### src/rtl/if_stage.sv
// ---------------------------------------------------------------------------
// if_stage -- instruction fetch stage over a byte-wide instruction memory.
//
// Each 32-bit instruction is read one byte per cycle from a memory whose
// read data appears one cycle after its address. A small FSM walks the four
// byte addresses, assembles the word little-endian and hands it to decode
// through a single registered output slot (is/pc/vld). If decode is stalled
// when the word completes, the FSM parks in RDY until the slot frees up.
// A taken branch/jump redirects the fetch address and drops any partial word.
//
// Ports
//   clk       in   1   clock, all state changes on the rising edge
//   rst       in   1   synchronous active-high reset
//   stall     in   1   decode cannot accept the presented instruction
//   br_e      in   1   redirect request (taken jump/branch)
//   br_pc     in  32   redirect target; low two bits are ignored
//   mem_a     out 32   byte address to instruction memory (combinational)
//   mem_dout  in   8   memory read byte for the previous cycle's mem_a
//   pc        out 32   fetch address + 4 of the presented instruction
//   is        out 32   presented instruction, 0 is a bubble
//   vld       out  1   is/pc hold a real instruction
// ---------------------------------------------------------------------------
module if_stage (
    input  logic        clk,
    input  logic        rst,
    input  logic        stall,
    input  logic        br_e,
    input  logic [31:0] br_pc,
    output logic [31:0] mem_a,
    input  logic [7:0]  mem_dout,
    output logic [31:0] pc,
    output logic [31:0] is,
    output logic        vld
);

    // F0..F3 put the four byte addresses out; F4 sees the last byte on
    // mem_dout; RDY holds a complete word while decode is stalled.
    typedef enum logic [2:0] {
        F0  = 3'd0,
        F1  = 3'd1,
        F2  = 3'd2,
        F3  = 3'd3,
        F4  = 3'd4,
        RDY = 3'd5
    } state_t;

    state_t      state;
    logic [31:0] fpc;
    logic [7:0]  b0;
    logic [7:0]  b1;
    logic [7:0]  b2;
    logic [7:0]  b3;

    logic        slot_free;
    logic        load;
    logic [7:0]  top_byte;
    logic [31:0] fpc_next;

    // Only word-aligned redirect targets are fetched.
    logic        unused_br_lo;
    assign unused_br_lo = ^br_pc[1:0];

    function automatic logic [31:0] assemble(input logic [7:0] hi,
                                             input logic [7:0] m2,
                                             input logic [7:0] m1,
                                             input logic [7:0] lo);
        return {hi, m2, m1, lo};
    endfunction

    // Modulo-2^32 by construction of the 32-bit add.
    assign fpc_next = fpc + 32'd4;

    // The output slot frees when nothing valid is shown or decode takes it.
    assign slot_free = !vld || !stall;
    assign load      = ((state == F4) || (state == RDY)) && slot_free;

    // In F4 the last byte has not been registered yet, so take it straight
    // from the memory; in RDY it was parked in b3.
    assign top_byte  = (state == F4) ? mem_dout : b3;

    always_comb begin
        mem_a = fpc;
        case (state)
            F0:      mem_a = fpc;
            F1:      mem_a = fpc + 32'd1;
            F2:      mem_a = fpc + 32'd2;
            default: mem_a = fpc + 32'd3;
        endcase
    end

    always_ff @(posedge clk) begin
        if (rst) begin
            state <= F0;
            fpc   <= 32'd0;
            b0    <= 8'd0;
            b1    <= 8'd0;
            b2    <= 8'd0;
            b3    <= 8'd0;
            is    <= 32'd0;
            pc    <= 32'd0;
            vld   <= 1'b0;
        end else if (br_e) begin
            // Redirect wins over stall and over a pending load; the bytes
            // gathered so far are simply overwritten by the next fetch.
            state <= F0;
            fpc   <= {br_pc[31:2], 2'b00};
            is    <= 32'd0;
            vld   <= 1'b0;
        end else begin
            case (state)
                F0: state <= F1;
                F1: begin
                    b0    <= mem_dout;
                    state <= F2;
                end
                F2: begin
                    b1    <= mem_dout;
                    state <= F3;
                end
                F3: begin
                    b2    <= mem_dout;
                    state <= F4;
                end
                F4: begin
                    b3    <= mem_dout;
                    state <= load ? F0 : RDY;
                end
                RDY: state <= load ? F0 : RDY;
                default: state <= F0;
            endcase

            if (load) begin
                is  <= assemble(top_byte, b2, b1, b0);
                pc  <= fpc_next;
                vld <= 1'b1;
                fpc <= fpc_next;
            end else if (vld && !stall) begin
                // Decode consumed the word and nothing new is ready: bubble.
                is  <= 32'd0;
                vld <= 1'b0;
            end
        end
    end

endmodule

### config.mk
export PLATFORM = sky130hd
export DESIGN_NAME = if_stage
export DESIGN_NICKNAME = d
export VERILOG_FILES = /design/src/rtl/if_stage.sv
export SDC_FILE = /design/constraint.sdc
export NUM_CORES = 1
export LEC_CHECK = 0
export ABC_AREA = 1
export ABC_CLOCK_PERIOD_IN_PS = 1500
export CAP_MARGIN = 40
export CORE_MARGIN = 10
export CORE_UTILIZATION = 45
export DETAILED_ROUTE_END_ITERATION = 10
export GPL_TIMING_DRIVEN = 1
export PLACE_DENSITY = 0.74
export SLEW_MARGIN = 10
export SYNTH_ARGS = -nofsm -noshare
export SYNTH_HDL_FRONTEND = slang
export SYNTH_SLANG_ARGS = --single-unit
### constraint.sdc
create_clock -name clk -period 1.5 [get_ports clk]
set_input_delay 0.3 -clock clk [delete_from_list [all_inputs] [get_ports clk]]
set_output_delay 0.3 -clock clk [all_outputs]
set_load 0.02 [all_outputs]
==> results.ini, run 1 <==
[run_status]
outcome=complete, but fails checks
violations=negative setup slack

[setup_path]
critical_path.top_delay_family=flip-flops
end_kind=output pin
crit_chain=inv_2 > nor2_2 > nand2_1 > o21ai_2 > inv_2 > buf_6
cp.required_ns=1.20
worst-path-stages=6
crit_fanout=2
path_common_cell=inv_2
critPathLaunchType=flop
crit_type=reg -> out
crit_arrival_ns=1.27
cpPeakStageDelay_ns=0.36
crit_slowest_cell=dfxtp_2
reg2regPathDepth=9
crit_buf_inv=3

[floorplanning]
fp-row-count=41
core_um2=12500
design.portCount=141
die_y_um=132
fp.dieArea_um2=17600
start_util=0.455
fp.dieW_um=132

[layout]
finalNetCount=1025
drive_gt1_frac=0.220
nFillCells=1127
area.sequential_um2=2610
final_area_um2=8260
area_growth_syn_to_layout_pct=45.0
multi_input_area_um2=2820
antenna_cells=0

[yosys]
synth_common_cells=nand2_1 (257), dfxtp_1 (128), a21oi_1 (107)
synth_area_leaders=dfxtp_1 (45%), nand2_1 (17%), a21oi_1 (9.4%), inv_1 (4.9%), o21ai_0 (4.0%)
avgSynthCellArea_um2=7.04
synth-edff-count=0
synthSimpleGateAreaFrac=0.279
synthAdderAreaFrac=0.00220
yosysSeqAreaShare=0.450
synth_top_family_by_area=simple AND/OR/NAND/NOR gates
synth_compound_area_frac=0.160
yosysTopAreaCell=dfxtp_1
synth.most_common_cell=nand2_1
synth_top_area_share=0.450
synth_mux_area_frac=0
synthXorXnorAreaFrac=0.0213
async_flop_share=0
yosys_most_used_dff=dfxtp_1
yosys_warnings=0
synth.distinct_cells=28
synth.ff_latch_count=128
synth_cells=809
synthesis.area_um2=5690

[clock_network]
cts_num_sinks=128
clk_pin_slew_ns=0.06
cts_tree=yes
cts_max_level=4
cts_buffers=17
insertion_delay_ns=0.42
clock_path_buffers=2
clockRootBuffer=clkbuf_16

[routing]
vias_per_cell=4.89
wl_per_cell_um=14.9
wl_met1_mm=7.04
dr_wl_met3_mm=1.27
wirelength_mm=17.3
route.detailed.drc=0
ant_nets=0
wl_met2_mm=8.58
vias=5695
drt-pass1-iter-count=4
drt_iter0_markers=451
highest_layer=met4

[sta]
setup_violations=1
max_freq_mhz=636
slew_violations=0
holdWs_ns=0.378
skew_ns=0.00663
finalHoldViolCount=0
fin_crit_sh=1.05
setup_ws_ns=-0.0722
min_period_ns=1.57
rsz0062_at_grt=yes

[power_and_ir_drop]
powerDensity_nw_per_um2=1010
ir_worst_vdd_v=0.000829
p_leak_uw=0.00354
total_power_uw=8330

[place]
place_congestion=0.936
place_area_um2=7530
dpl_worst_slack_ns=-0.166
io_buffers=136
dpl.hpwl_mm=12.5

[global_routing]
grt_max_degree=69
grt_usage=0.192
antenna_found_initial=0
first_global_vias=5475
grt_remaining_overflow=0
grt_first_pass_wirelength_mm=27.5

[run]
maxCapViolCount=0

[hold_path]
hp-class=in -> reg
min_path_cells=3

-- layer usage --
layer / global-route usage / vias up
met5: 0 / -
met4: 0.0880 / 0
met3: 0.0666 / 33
met2: 0.324 / 173
met1: 0.212 / 2581
li1: - / 2908
-- worst min-delay path: cells and delay by family --
family / cells / cell delay, ns
buf+inv: 2 / 0.31
compound gates: 1 / 0.12
-- cell families after synthesis --
logic type | count (synthesis)
other | 1
buffers and inverters | 119
AND/OR/NAND/NOR | 370
flip-flops | 128
AO/OA/AOI/OAI | 177
XOR/XNOR | 13
adder cells (fa/ha/maj) | 1
-- repair_timing --
action / CTS / global route
gates resized for setup: 144 / 97
hold buffers: 0 / 0
buffers inserted: 0 / 3
setup endpoints to repair: 103 / 70
pin swaps: 1 / 23
endpoints found under the hold margin: 0 / 0
-- final timing paths --
| check | startpoint | end | slack [ns] |
|---|---|---|---|
| hold / removal | rst | fpc[17]$_SDFFE_PP0P_ | 0.38 |
| setup reg to reg | fpc[3]$_SDFFE_PP0P_ | fpc[19]$_SDFFE_PP0P_ | 0 |
| setup / recovery | state[1]$_SDFF_PP0_ | mem_a[0] | -0.07 |
| hold reg to reg | b0[7]$_SDFFE_PP0P_ | b0[7]$_SDFFE_PP0P_ | 0.44 |
-- stage by stage --
stage           util  setup TNS (ns)  instances
2_1_floorplan      -               0        810
3_3_place_gp   0.602           -7.94       1130
3_5_place_dp   0.602           -9.85       1130
4_1_cts        0.643          -0.188       1162
5_1_grt        0.660          -0.549       1165
6_report       0.660         -0.0722       1165
-- where the power goes --
group	leakage, uW	total [uW]	switching, uW	internal [uW]
Clock	0.000273	4060	1570	2490
Combinational	0.00221	705	386	319
Sequential	0.00105	3560	86.8	3480
Total	0.00354	8330	2040	6290
-- state kept, by name (all words and copies together), names as in the netlist, 3 cells and up --
register / count
is: 32
b2: 8
state: 3
b0: 8
fpc: 30
b3: 8
b1: 8
pc: 30
-- placed cells by master, fill, tap and decap left out, drive strengths merged --
master	instances
a21oi	111
a31oi	10
buf	58
bufinv	2
clkbuf	28
clkdlybuf4s15	19
clkdlybuf4s50	39
clkinv	4
clkinvlp	4
conb	2
dfxtp	128
dlygate4sd2	65
ha	1
inv	83
nand2	274
nand3	22
nand3b	1
nor2	69
nor3	4
o21ai	56
xnor2	4
xor2	9
-- layout make-up --
class,count,share of cell area
well taps,172,0.0261
clock buffers,20,0.0541
clock inverters,12,0.0164
multi-input cells,563,0.341
inverters,81,0.0368
flip-flops and latches,128,0.316
repair buffers,189,0.209
(Power assumes the default switching activity.)
==> run 2, diff against run 1 <==
Settings changed: ABC_CLOCK_PERIOD_IN_PS 1500 to 1700, DONT_BUFFER_PORTS set to 1, PLACE_DENSITY 0.74 to not set, SKIP_CTS_REPAIR_TIMING set to 1.
Clock period 1.5 ns to 1.7 ns, I/O delays scaled along.
==> results.ini, run 2 (synthesis gave the netlist of run 1 again) <==
[run_status]
outcome=finished clean

[power_and_ir_drop]
p_leak_uw=0.00263  ; -26%
power_frac_clock=0.504  ; +0.016
powerDensity_nw_per_um2=1070  ; +6.3%
power_frac_seq=0.434  ; +0.006
p_comb_frac=0.062  ; -0.023
ir_worst_vdd_v=0.000681  ; -18%
intPower_uw=5600  ; -11%
switching_share=0.223  ; -0.0218
p_sw_uw=1610  ; -21%

[setup_path]
r2r_end=pc[19]$_SDFFE_PP0P_
critPathLaunchType=flop
crit_arrival_ns=1.25  ; -0.02 ns
r2r_setup_slack_ns=0.12  ; +0.12 ns
r2r-start=fpc[2]$_SDFFE_PP0P_
crit_chain=nor2_2 > inv_2 > o21ai_1 > inv_2
end_kind=output pin
reg2regPathDepth=9  ; unchanged
crit_type=reg -> out
crit_fanout=3  ; +1
path_common_cell=inv_2
cp.required_ns=1.36  ; +0.16 ns
cpPeakStageDelay_ns=0.34  ; -0.02 ns
critical_path.top_delay_family=flip-flops
crit_buf_inv=2  ; -1
crit_slowest_cell=dfxtp_1

[routing]
wl_per_cell_um=16.6  ; +12%
drt-pass1-iter-count=5  ; +1
wirelength_mm=16.9  ; -2.3%
route.detailed.drc=0  ; unchanged
drt_iter0_markers=338  ; -25%
vias=5087  ; -11%
vias_per_cell=5.00  ; +2.2%
ant_nets=0  ; unchanged

[sta]
fin_crit_sh=0.937
min_period_ns=1.59
rsz0062_at_grt=yes
fin_tns_setup_ns=0  ; +0.0722 ns
max_slew.worst_pin.slew_ns=0.671
finalHoldViolCount=0  ; unchanged
slew_violations=0  ; unchanged
skew_ns=0.00524  ; -0.00138 ns
setup_violations=0  ; -1
max_freq_mhz=628
holdWs_ns=0.00298  ; -0.375 ns
slew_headroom=0.551

[floorplanning]
core_um2=12500  ; unchanged
start_util=0.455  ; unchanged
design.portCount=141  ; unchanged
die_y_um=132  ; unchanged
fp.dieW_um=132  ; unchanged
fp-row-count=41  ; unchanged
fp.dieArea_um2=17600  ; unchanged

[layout]
top_regs=is (32), fpc (30), pc (30)
instances_no_fill=1018  ; -13%
drive_gt1_frac=0.147  ; -0.0730
layout_commonest_cell=nand2_1
final_util=0.537  ; -0.122
area_growth_syn_to_layout_pct=18.1
regMostFlops=is
finalNetCount=879  ; -14%
layout_common_cells=nand2_1 (256), dfxtp_1 (128), a21oi_1 (107), inv_1 (72), nor2_1 (47)
largest_register_ffs=32  ; unchanged
antenna_cells=0  ; unchanged
final_area_um2=6730  ; -19%

[place]
place_congestion=0.865  ; -7.5%
place_area_um2=6050  ; -20%
dp_cells=982  ; -13%
dpl.hpwl_mm=11.9  ; -4.5%
io_buffers=0  ; -100%

[clock_network]
cts_max_level=4  ; unchanged
cts_tree=yes
insertion_delay_ns=0.42  ; about the same
cts_buffers=17  ; unchanged
clock_path_buffers=2  ; unchanged
clockRootBuffer=clkbuf_16
clk_pin_slew_ns=0.05  ; about the same
cts_num_sinks=128  ; unchanged

[global_routing]
grt_max_degree=70  ; +1.4%
antenna_found_initial=0  ; unchanged
first_global_vias=5034  ; -8.1%
grt_first_pass_wirelength_mm=26.1  ; -4.9%
grt_usage=0.186  ; -0.00608
grt_remaining_overflow=0  ; unchanged

[run]
maxCapViolCount=0  ; unchanged

[hold_path]
hold_end=fpc[6]$_SDFFE_PP0P_
min_path_cells=1  ; -2
hp-class=in -> reg
hp-start=rst

==> run 2: cell types whose count changed in the layout (fill, tap and decap cells not counted), moves of 8 or more <==
cell | previous run | this run
dlygate4sd2_1 | 65 | 0
clkdlybuf4s50_1 | 39 | 0
dfxtp_1 | 106 | 128
dfxtp_2 | 13 | 0
clkdlybuf4s15_2 | 11 | 0
buf_4 | 43 | 34
dfxtp_4 | 9 | 0
nor2_1 | 38 | 47
clkbuf_2 | 8 | 0
clkdlybuf4s15_1 | 8 | 0
==> run 2: layout make-up <==
class	instances	area, um^2
fillers	1270	5790
multi-input cells	563	2660
flip-flops and latches	128	2560
clock buffers	26	519
repair buffers	43	387
inverters	81	307
well taps	172	215
clock inverters	5	75.1
==> run 2: power groups by stage <==
stage / Combinational [uW] / Sequential [uW] / Clock (uW)
final: 448 / 3130 / 3630
after global placement: 397 / 3190 / 0
after global routing: 497 / 3140 / 3830
after CTS: 408 / 3130 / 3700
after floorplan: 258 / 3240 / 0
after detailed placement: 405 / 3200 / 0
==> run 2: worst max-delay path by stage <==
stage | to | startpoint | depth (start not counted) | slack, ns
final | mem_a[0] | state[2]$_SDFF_PP0_ | 4 | 0.11
after global routing | mem_a[0] | state[1]$_SDFF_PP0_ | 5 | -0.03
after global placement | pc[24]$_SDFFE_PP0P_ | fpc[2]$_SDFFE_PP0P_ | 9 | 0.16
after detailed placement | pc[24]$_SDFFE_PP0P_ | fpc[3]$_SDFFE_PP0P_ | 8 | 0.12
after floorplan | pc[16]$_SDFFE_PP0P_ | fpc[2]$_SDFFE_PP0P_ | 7 | 0.15
after CTS | mem_a[0] | state[2]$_SDFF_PP0_ | 4 | -0.06
==> run 2: stage by stage <==
stage	total power, uW	setup slack (ns)
floorplan	3500	0.148
global placement	3590	0.165
detailed placement	3600	0.119
CTS	7240	-0.0636
global route	7470	-0.0287
finish	7220	0.107
==> run 2: per-layer routing <==
| metal | wire (um) | vias to the layer above | GRT usage |
|---|---|---|---|
| li1 | - | 2612 | - |
| met1 | 6530 | 2290 | 0.192 |
| met2 | 8670 | 154 | 0.326 |
| met3 | 1350 | 31 | 0.0723 |
| met4 | 390 | 0 | 0.0801 |
| met5 | 0 | - | 0 |
